## config.mk

```make
export PLATFORM = sky130hd
export DESIGN_NAME = full_adder
export DESIGN_NICKNAME = d
export VERILOG_FILES = /design/src/rtl/full_adder.sv
export SDC_FILE = /design/constraint.sdc
export NUM_CORES = 1
export LEC_CHECK = 0
export BUFFER_PORTS_ARGS = -buffer_cell sky130_fd_sc_hd__buf_4
export CAP_MARGIN = 15
export CORE_AREA = 2 2 39 41
export CTS_BUF_LIST = sky130_fd_sc_hd__clkbuf_4 sky130_fd_sc_hd__clkbuf_8
export DETAILED_ROUTE_END_ITERATION = 16
export DIE_AREA = 0 0 41 43
export GPL_TIMING_DRIVEN = 0
export PLACE_DENSITY = 0.62
export SYNTH_ARGS = -nofsm -noshare
export SYNTH_HDL_FRONTEND = slang
export SYNTH_SLANG_ARGS = --single-unit
```

## constraint.sdc

```tcl
create_clock -name clk -period 0.8 [get_ports clk]
set_clock_uncertainty 0.05 [all_clocks]
set_input_delay 0.04 -clock clk [delete_from_list [all_inputs] [get_ports clk]]
set_output_delay 0.04 -clock clk [all_outputs]
set_load 0.005 [all_outputs]
```

## src/rtl/full_adder.sv

```systemverilog
// Single-bit full adder with registered result, carry-chain register and input coverage.
// Latency: S/Cout combinational; S_q/Cout_q/carry_q/cov one cycle after the sampling edge.
// Backpressure: none; every rising edge out of reset samples the inputs.
module full_adder (
    input  logic       clk,
    input  logic       rst_n,
    input  logic       A,
    input  logic       B,
    input  logic       Cin,
    output logic       S,
    output logic       Cout,
    input  logic       chain_en,
    output logic       S_q,
    output logic       Cout_q,
    output logic       carry_q,
    output logic [7:0] cov
);

    logic [2:0] combo;

    assign S     = A ^ B ^ Cin;
    assign Cout  = (A & B) | (A & Cin) | (B & Cin);
    assign combo = {A, B, Cin};

    always_ff @(posedge clk or negedge rst_n) begin
        if (!rst_n) begin
            S_q     <= 1'b0;
            Cout_q  <= 1'b0;
            carry_q <= 1'b0;
            cov     <= 8'h00;
        end else begin
            S_q        <= S;
            Cout_q     <= Cout;
            cov[combo] <= 1'b1;
            // Bit-serial addition feeds carry_q back into Cin, one bit per enabled edge.
            if (chain_en) begin
                carry_q <= Cout;
            end
        end
    end

endmodule

```

==> reports/qor.yml, run 1 <==
power.share.clock: 0.344
postRouteAntennaNets: 0
synth-simple-area-share: 0
p_leak_uw: 0.000358
nFillCells: 129
avgRoutedWirePerCell_um: 10.9
hold_depth: 2
final.setup.worst_slack_ns: -0.0979
synthAdderAreaFrac: 0.162
fin_area_sq_um: 766
syn_nets: 39
place_area_sq_um: 594
ys_types: 8
synth_cells: 28
antenna_found_initial: 0
outcome: "finished with violations"
synthMuxAreaShare: 0.0260
drc: 0
violations: "hold timing, setup timing"
cp.arrival_ns: 0.81
pin_count: 19
pwr-share-comb: 0.149
cp_max_fo: 2
max_stage_delay_ns: 0.57
rsz0062_at_grt: "yes"
cts_tree: "done"
slowest_stage: "fa_2"
dr.pass1.iters: 2
nNetsFinal: 70
end_kind: "primary output"
p_seq_frac: 0.507
wirelength_um: 807
clkLatencyLatePin_ns: 0.26
cts_root_buffer: "clkbuf_4"
post-route-period-util: 1.12
syn_avg_cell_area_sq_um: 15.5
gp_congestion: 0.651
antenna-diode-count: 0
num_vias: 315
fmax_ghz: 1.11
p_int_uw: 912
start_kind: "primary input"
fp.dieW_um: 41
grt_overflow: 0
drt_iter0_drc: 2
hpwlAfterDp_um: 574
rr_worst_depth: 2
avgViaCountPerCell: 4.26
postCtsHoldBufs: 1
cts.sinks: 11
synth_xor_area_frac: 0
powerDensity_mw_per_mm2: 1510
syn_to_final_growth_pct: 76.9
dp_worst_setup_slack_ns: -0.225
max_slew_margin: 0.905
clkTransAtPathRegs_ns: 0.07
grt_use_total: 0.113
required_ns: 0.71
drive_above_1_share: 0.621
coreArea_sq_mm: 0.00138
period_minus_slack_ns: 0.898
yosysWarnings: 0
tightest_slew_ns: 0.143
die_y_um: 43
slew_viol_final: 0
final_util: 0.553
row_count: 14
grt_max_degree: 12
yosysSeqAreaShare: 0.636
ir_worst_vdd_v: 0.000718
p_sw_frac: 0.211
grt_pass1_vias: 309
criticalPathCategory: "primary input to primary output"
synth_area_sq_um: 433
path_cells: "buf_8 > fa_2 > buf_6"
grt_pass1_wl_um: 1300
hold_violations: 5
htree_levels: 1
synth_compound_area_frac: 0.150
synth_top_area_cell: "dfrtp_1"
setup_viol: 18
synth-seq-cells: 11
maxCapViolations: 0
io_buffer_count: 18
holdCritPathClass: "primary input to flip-flop"
ys_top_cells_by_area: "dfrtp_1 (64%), ha_1 (12%), a21o_2 (8.1%), a21o_1 (6.9%), fa_1 (4.6%)"
timing.hold.ws_ns: -0.0270
power_switching_uw: 244
start_util: 0.313
die-area_sq_mm: 0.00176
netlist.area_leader.share: 0.636
setup_tns_ns: -0.859
clock_path_buffers: 2
numCtsBuffers: 3
synth_top_family_by_area: "adder cells"
per-stage QoR:
stage | instances | total power [uW]
floorplan | 28 | 635
global placement | 62 | 728
detailed placement | 62 | 728
CTS | 73 | 1180
global route | 74 | 1210
finish | 74 | 1160
critical path, delay by kind of cell:
| family | cells | cell delay, ns |
|---|---|---|
| buf+inv | 2 | 0.19 |
| fa+ha+maj | 1 | 0.57 |
state kept, by name, summed over array words and instances, names as in the netlist:
signal   cells
S_q          1
carry_q      1
Cout_q       1
cov          8
cells in the mapped netlist:
cell type   n
dfrtp_1    11
a21o_1      4
a21o_2      4
ha_1        4
inv_1       2
fa_1        1
inv_2       1
mux2_2      1
cells by family after synthesis:
group	after synthesis
muxes	1
AOI/OAI and AO/OA	8
buffers and inverters	3
adders and majority gates	5
DFF	11
placed cells by master, fill, tap and decap left out, drive strengths merged:
master       count
inv              3
dfrtp           11
dlygate4sd3      1
fa               1
ha               4
mux2             1
a21o             8
buf             25
clkbuf           4
power groups by stage:
stage | logic, uW | registers [uW] | clock network (uW)
3_3_place_gp | 136 | 592 | 0
3_5_place_dp | 136 | 592 | 0
6_report | 173 | 586 | 398
4_1_cts | 169 | 586 | 422
5_1_grt | 190 | 587 | 432
2_1_floorplan | 39.9 | 595 | 0
final cells by class:
cell class	count	area, sq um	area share
Multi-Input combinational cell	14	153	0.199
Clock buffer	4	30.0	0.0392
Tap cell	16	20.0	0.0261
Inverter	3	11.3	0.0147
Timing Repair Buffer	26	277	0.361
Sequential cell	11	275	0.359
routing by layer:
metal	track usage	wire length, um
met1	0.146	346
met2	0.147	403
met3	0.0314	47
met4	0.100	10
met5	0	0
path summary, 6_finish.rpt:
| check | from | slack [ns] | to |
|---|---|---|---|
| worst max-delay path | B | -0.1 | S |
| worst min-delay path | Cin | -0.03 | cov[7] |
| worst max register to register | cov[1] | -0.04 | cov[1] |
| worst min register to register | cov[5] | 0.44 | cov[5] |
| max in group asynchronous | rst_n | 0.45 | cov[4] |
| min in group asynchronous | rst_n | 0.11 | cov[5] |
timing repair:
item,4_1_cts,5_1_grt
hold endpoints to repair,16,5
setup endpoints to repair,14,18
setup buffers,6,1
pin swaps,1,1
resized for setup,16,5
No activity file was read; power rests on OpenSTA's default activity.
==> run 2: changes to the inputs <==
- ABC_AREA: default -> 1
- PLACE_DENSITY: 0.62 -> 0.64
==> run 2 against run 1 <==
  * The run ends with setup timing left
  * Design area up 0.33%
  * Global-route usage is 2.8 points higher
  * Fmax up 0.72%
  * First-iteration DRC count increased by 100%
  * Largest cell class is now flip-flops and latches
  * Largest power group unchanged
==> reports/qor.yml, run 2 <==
startpoint: "B"  # unchanged
num_vias: 383  # was 315
grt_overflow: 0  # unchanged
cts_tree: "done"  # unchanged
final.setup.worst_slack_ns: -0.0915  # was -0.0979 ns
synth_edf_count: 0  # unchanged
start_kind: "primary input"  # unchanged
synth_compound_area_frac: 0  # was 0.150
coreArea_sq_mm: 0.00138  # unchanged
postRouteAntennaNets: 0  # unchanged
yosysMostFrequentCell: "nand2_1"  # was dfrtp_1
grt_use_total: 0.142  # was 0.113
ys_types: 6  # was 8
setup_viol: 13  # was 18
grt_pass1_vias: 376  # was 309
synth_cells: 47  # was 28
slew_viol_final: 0  # unchanged
tightest_slew_ns: 0.150  # was 0.143 ns
rr_worst_depth: 3  # was 2
place_area_sq_um: 617  # was 594 sq um
drive_above_1_share: 0.368  # was 0.621
synth_area_sq_um: 462  # was 433 sq um
grt_max_degree: 12  # unchanged
cp.arrival_ns: 0.80  # was 0.81 ns
netlist.area_leader.share: 0.596  # was 0.636
outcome: "finished with violations"  # unchanged
cts.sinks: 11  # unchanged
final_cell_mix: "nand2_1 (19), buf_6 (13), dfrtp_1 (11)"  # was buf_6 (17), dfrtp_1 (11), buf_4 (6)
drc: 0  # unchanged
synth_top_area_cell: "dfrtp_1"  # unchanged
ir_worst_vdd_v: 0.000908  # was 0.000718 V
numCtsBuffers: 3  # unchanged
avgRoutedWirePerCell_um: 10.3  # was 10.9 um
io_buffer_count: 18  # unchanged
syn_to_final_growth_pct: 66.4  # was 76.9%
synthAdderAreaFrac: 0.152  # was 0.162
clock_path_buffers: 2  # unchanged
required_ns: 0.71  # about the same
row_count: 14  # unchanged
criticalPathCategory: "primary input to primary output"  # unchanged
drt_iter0_drc: 4  # was 2
die-area_sq_mm: 0.00176  # unchanged
antenna-diode-count: 0  # unchanged
dp.cells: 81  # was 62
max_slew_margin: 0.900  # was 0.905
holdCritPathClass: "primary input to flip-flop"  # unchanged
start_util: 0.334  # was 0.313
maxCapViolations: 0  # unchanged
setup_tns_ns: -0.716  # was -0.859 ns
rrSetupSlack_ns: 0.02  # was -0.04 ns
dp_worst_setup_slack_ns: -0.142  # was -0.225 ns
end_kind: "primary output"  # unchanged
cp-endpoint: "S"  # unchanged
async_flop_share: 1.00  # unchanged
fp.dieW_um: 41  # unchanged
largest_register_ff_count: 8  # unchanged
p_leak_uw: 0.000424  # was 0.000358 uW
r2r-end: "cov[5]"  # was cov[1]
syn_avg_cell_area_sq_um: 9.82  # was 15.5 sq um
period_minus_slack_ns: 0.891  # was 0.898 ns
synth_xor_area_frac: 0  # unchanged
dr.pass1.iters: 4  # was 2
clkTransAtPathRegs_ns: 0.07  # about the same
hpwlAfterDp_um: 626  # was 574 um
powerDensity_mw_per_mm2: 1500  # was 1510 mW/mm^2
nNetsFinal: 88  # was 70
yosysSeqAreaShare: 0.596  # was 0.636
die_y_um: 43  # unchanged
antenna_found_initial: 0  # unchanged
synth_commonest_cells: "nand2_1 (19), dfrtp_1 (11), inv_1 (11)"  # was dfrtp_1 (11), a21o_1 (4), a21o_2 (4), ha_1 (4), inv_1 (2)
layout_commonest_cell: "nand2_1"  # was buf_6
rr_startpoint: "cov[5]"  # was cov[1]
pin_count: 19  # unchanged
grt_pass1_wl_um: 1660  # was 1300 um
top_register: "cov"  # unchanged
post-route-period-util: 1.11  # was 1.12
finalNonFillerCells: 92  # was 74
avgViaCountPerCell: 4.16  # was 4.26
fmax_ghz: 1.12  # was 1.11 GHz
synth_flop_cell: "dfrtp_1"  # unchanged
clkLatencyLatePin_ns: 0.25  # was 0.26 ns
ys_top_cells_by_area: "dfrtp_1 (60%), nand2_1 (15%), ha_1 (11%), inv_1 (8.9%), fa_1 (4.3%)"  # was dfrtp_1 (64%), ha_1 (12%), a21o_2 (8.1%), a21o_1 (6.9%), fa_1 (4.6%)
cts_root_buffer: "clkbuf_4"  # unchanged
cp_max_fo: 2  # unchanged
synth_top_family_by_area: "simple AND/OR/NAND/NOR gates"  # was adder cells
rsz0062_at_grt: "yes"  # unchanged
yosysWarnings: 0  # unchanged
wirelength_um: 943  # was 807 um
syn_nets: 58  # was 39
synth-seq-cells: 11  # unchanged
gp_congestion: 0.768  # was 0.651
fin_area_sq_um: 768  # was 766 sq um
synthMuxAreaShare: 0  # was 0.0260
synth-simple-area-share: 0.154  # was 0
violations: "setup timing"  # was hold timing, setup timing
htree_levels: 1  # unchanged
hold_violations: 0  # was 5
-- run 2: changes by cell type after synthesis --
cell	change
nand2_1	+19
inv_1	+9
a21o_2	-4
a21o_1	-4
mux2_2	-1
-- run 2: how the worst min path moves through the flow --
stage / startpoint / depth (start not counted) / endpoint / slack, ns
3_5_place_dp: rst_n / 1 / cov[7] / -0.16
3_3_place_gp: rst_n / 1 / cov[6] / -0.17
6_report: Cin / 4 / cov[6] / 0.02
5_1_grt: Cin / 4 / cov[6] / 0.02
2_1_floorplan: rst_n / 0 / Cout_q / -0.31
4_1_cts: Cin / 4 / cov[6] / 0.01
-- run 2: layout make-up --
cell class / instances / area (sq um)
Sequential cell: 11 / 275
Inverter: 12 / 45.0
Clock buffer: 4 / 30.0
Multi-Input combinational cell: 24 / 141
Tap cell: 16 / 20.0
Timing Repair Buffer: 25 / 256
Fill cell: 128 / 616
-- run 2: what timing repair did --
item / in CTS / in global routing
hold buffers: 4 / 0
pin swaps: 1 / 1
setup endpoints to repair: 13 / 17
gates resized for setup: 14 / 4
setup buffers: 2 / 1
endpoints found under the hold margin: 15 / 0
-- run 2: cell families after synthesis --
| family | count (synthesis) |
|---|---|
| simple gates | 19 |
| buf+inv | 12 |
| flops | 11 |
| fa+ha+maj | 5 |
-- run 2: critical path, stage by stage --
cell and delay, ns:
buf_8 0.10, fa_1 0.55, buf_4 0.11
-- run 2: per-layer routing --
layer,global-route usage,share of wire
met5,0,0
met4,0.100,0.037
met3,0.0419,0.062
met2,0.203,0.49
met1,0.172,0.41
-- run 2: where the power goes --
group | switching [uW] | internal [uW] | leakage [uW]
clock | 182 | 226 | 0.0000184
combinational | 66.6 | 99.0 | 0.000300
sequential | 8.95 | 572 | 0.000105
-- run 2: per-stage QoR --
step	hold WS [ns]	total power (uW)	utilization
6_report	0.0175	1160	0.555
5_1_grt	0.0235	1220	0.555
4_1_cts	0.0127	1170	0.545
3_5_place_dp	-0.165	722	0.446
3_3_place_gp	-0.171	720	0.446
2_1_floorplan	-0.306	631	-
==> run 3: changes to the inputs <==
- MAX_ROUTING_LAYER: default -> met4
==> run 3 against run 2 <==
  * The run still ends with setup timing left
  * Routed wire length is 0.74% lower
  * Sequential share of layout area stayed put
  * Non-clock buffer count stayed put
  * Critical path type unchanged
  * Sequential power hardly changed
  * Global-route usage is 0.35 points higher
  * Total power hardly changed
  * Highest routed layer unchanged
  * Design area stayed put
  * Critical path depth stayed put
==> reports/qor.yml, run 3 (synthesis results as in run 2) <==
outcome: "finished with violations"  # unchanged
violations: "setup timing"  # unchanged
die_y_um: 43  # unchanged
cp_max_fo: 2  # unchanged
drt_iter0_drc: 2  # was 4
avgRoutedWirePerCell_um: 10.2  # was 10.3 um
htree_levels: 1  # unchanged
cts_root_buffer: "clkbuf_4"  # unchanged
coreArea_sq_mm: 0.00138  # unchanged
row_count: 14  # unchanged
io_buffer_count: 18  # unchanged
place_area_sq_um: 617  # unchanged
grt_use_total: 0.145  # was 0.142
slowest_stage: "fa_1"  # unchanged
nNetsFinal: 88  # unchanged
max_stage_delay_ns: 0.55  # about the same
fin_area_sq_um: 768  # unchanged
end_kind: "primary output"  # unchanged
die-area_sq_mm: 0.00176  # unchanged
start_kind: "primary input"  # unchanged
setup_viol: 13  # unchanged
layout_commonest_cell: "nand2_1"  # unchanged
tightest_slew_ns: 0.150  # about the same
cts_tree: "done"  # unchanged
fmax_ghz: 1.12  # about the same
slew_viol_final: 0  # unchanged
totalPowerFinal_uw: 1150  # was 1160 uW
start_util: 0.334  # unchanged
largest_register_ff_count: 8  # unchanged
nFillCells: 128  # unchanged
hpwlAfterDp_um: 626  # unchanged
drc: 0  # unchanged
hold_violations: 0  # unchanged
clkTransAtPathRegs_ns: 0.07  # about the same
final.setup.worst_slack_ns: -0.0917  # was -0.0915 ns
holdCritPathClass: "primary input to flip-flop"  # unchanged
clkLatencyLatePin_ns: 0.25  # about the same
dr.pass1.iters: 2  # was 4
required_ns: 0.71  # about the same
powerDensity_mw_per_mm2: 1500  # about the same
max_slew_margin: 0.900  # about the same
drive_above_1_share: 0.368  # unchanged
ir_worst_vdd_v: 0.000908  # about the same
cp.arrival_ns: 0.80  # about the same
criticalPathCategory: "primary input to primary output"  # unchanged
gp_congestion: 0.779  # was 0.768
grt_pass1_wl_um: 1660  # about the same
fp.dieW_um: 41  # unchanged
p_leak_uw: 0.000424  # unchanged
grt_max_degree: 12  # unchanged
pin_count: 19  # unchanged
top_register: "cov"  # unchanged
antenna-diode-count: 0  # unchanged
final_cell_mix: "nand2_1 (19), buf_6 (13), dfrtp_1 (11)"  # unchanged
syn_to_final_growth_pct: 66.4  # unchanged
cts.sinks: 11  # unchanged
maxCapViolations: 0  # unchanged
numCtsBuffers: 3  # unchanged
rsz0062_at_grt: "yes"  # unchanged
grt_overflow: 0  # unchanged
postRouteAntennaNets: 0  # unchanged
period_minus_slack_ns: 0.892  # was 0.891 ns
final_util: 0.555  # unchanged
post-route-period-util: 1.11  # about the same
clock_path_buffers: 2  # unchanged
avgViaCountPerCell: 4.15  # was 4.16
path_cells: "buf_8 > fa_1 > buf_4"  # unchanged
num_vias: 382  # was 383
wirelength_um: 936  # was 943 um
grt_pass1_vias: 376  # unchanged
antenna_found_initial: 0  # unchanged
-- run 3: cell counts in the layout (fill, tap and decap cells not counted) --
No cell type changed its count.
-- run 3: path summary, 6_finish.rpt --
check / end / cells past startpoint / slack, ns / from
min in group asynchronous: cov[3] / 2 / 0.10 / rst_n
max reg2reg: cov[5] / 3 / 0.02 / cov[5]
min reg2reg: cov[3] / 2 / 0.43 / cov[3]
max: S / 3 / -0.09 / B
max in group asynchronous: carry_q / 2 / 0.45 / rst_n
min: cov[6] / 4 / 0.02 / Cin
-- run 3: repair_timing --
item                       4_1_cts  5_1_grt
setup buffers                    2        1
hold buffers                     4        0
cloned                           0        0
hold endpoints to repair        15        0
setup endpoints to repair       13       17
resized for setup               14        4
pin swaps                        1        1
-- run 3: layout make-up --
cell class	count	area [sq um]	share of cell area
flip-flops and latches	11	275	0.358
repair buffers	25	256	0.334
multi-input cells	24	141	0.184
inverters	12	45.0	0.0586
clock buffers	4	30.0	0.0391
well taps	16	20.0	0.0261
-- run 3: metal layers --
| metal | wire, um | up-vias | share of wire | track usage |
|---|---|---|---|---|
| li1 | - | 189 | - | - |
| met4 | 35 | 0 | 0.037 | 0.100 |
| met1 | 386 | 174 | 0.41 | 0.172 |
| met5 | 0 | - | 0 | - |
| met3 | 50 | 4 | 0.053 | 0.0419 |
| met2 | 464 | 15 | 0.50 | 0.203 |
-- run 3: worst max-delay path, delay by kind of cell --
| family | cells | cell delay, ns |
|---|---|---|
| buf+inv | 2 | 0.21 |
| fa+ha+maj | 1 | 0.55 |
-- run 3: where the power goes --
group	switching (uW)	internal, uW	leakage, uW	total, uW
logic	66.7	99.0	0.000300	166
registers	8.94	572	0.000105	581
clock network	182	226	0.0000184	408
-- run 3: per-stage QoR --
stage | setup slack [ns] | TNS [ns] | std cells | hold slack (ns)
finish | -0.0917 | -0.715 | 92 | 0.0181
global route | -0.108 | -1.16 | 92 | 0.0235
CTS | -0.0985 | -0.794 | 91 | 0.0127
detailed placement | -0.142 | -0.461 | 81 | -0.165
global placement | -0.137 | -0.437 | 81 | -0.171
floorplan | 0.0235 | 0 | 47 | -0.306
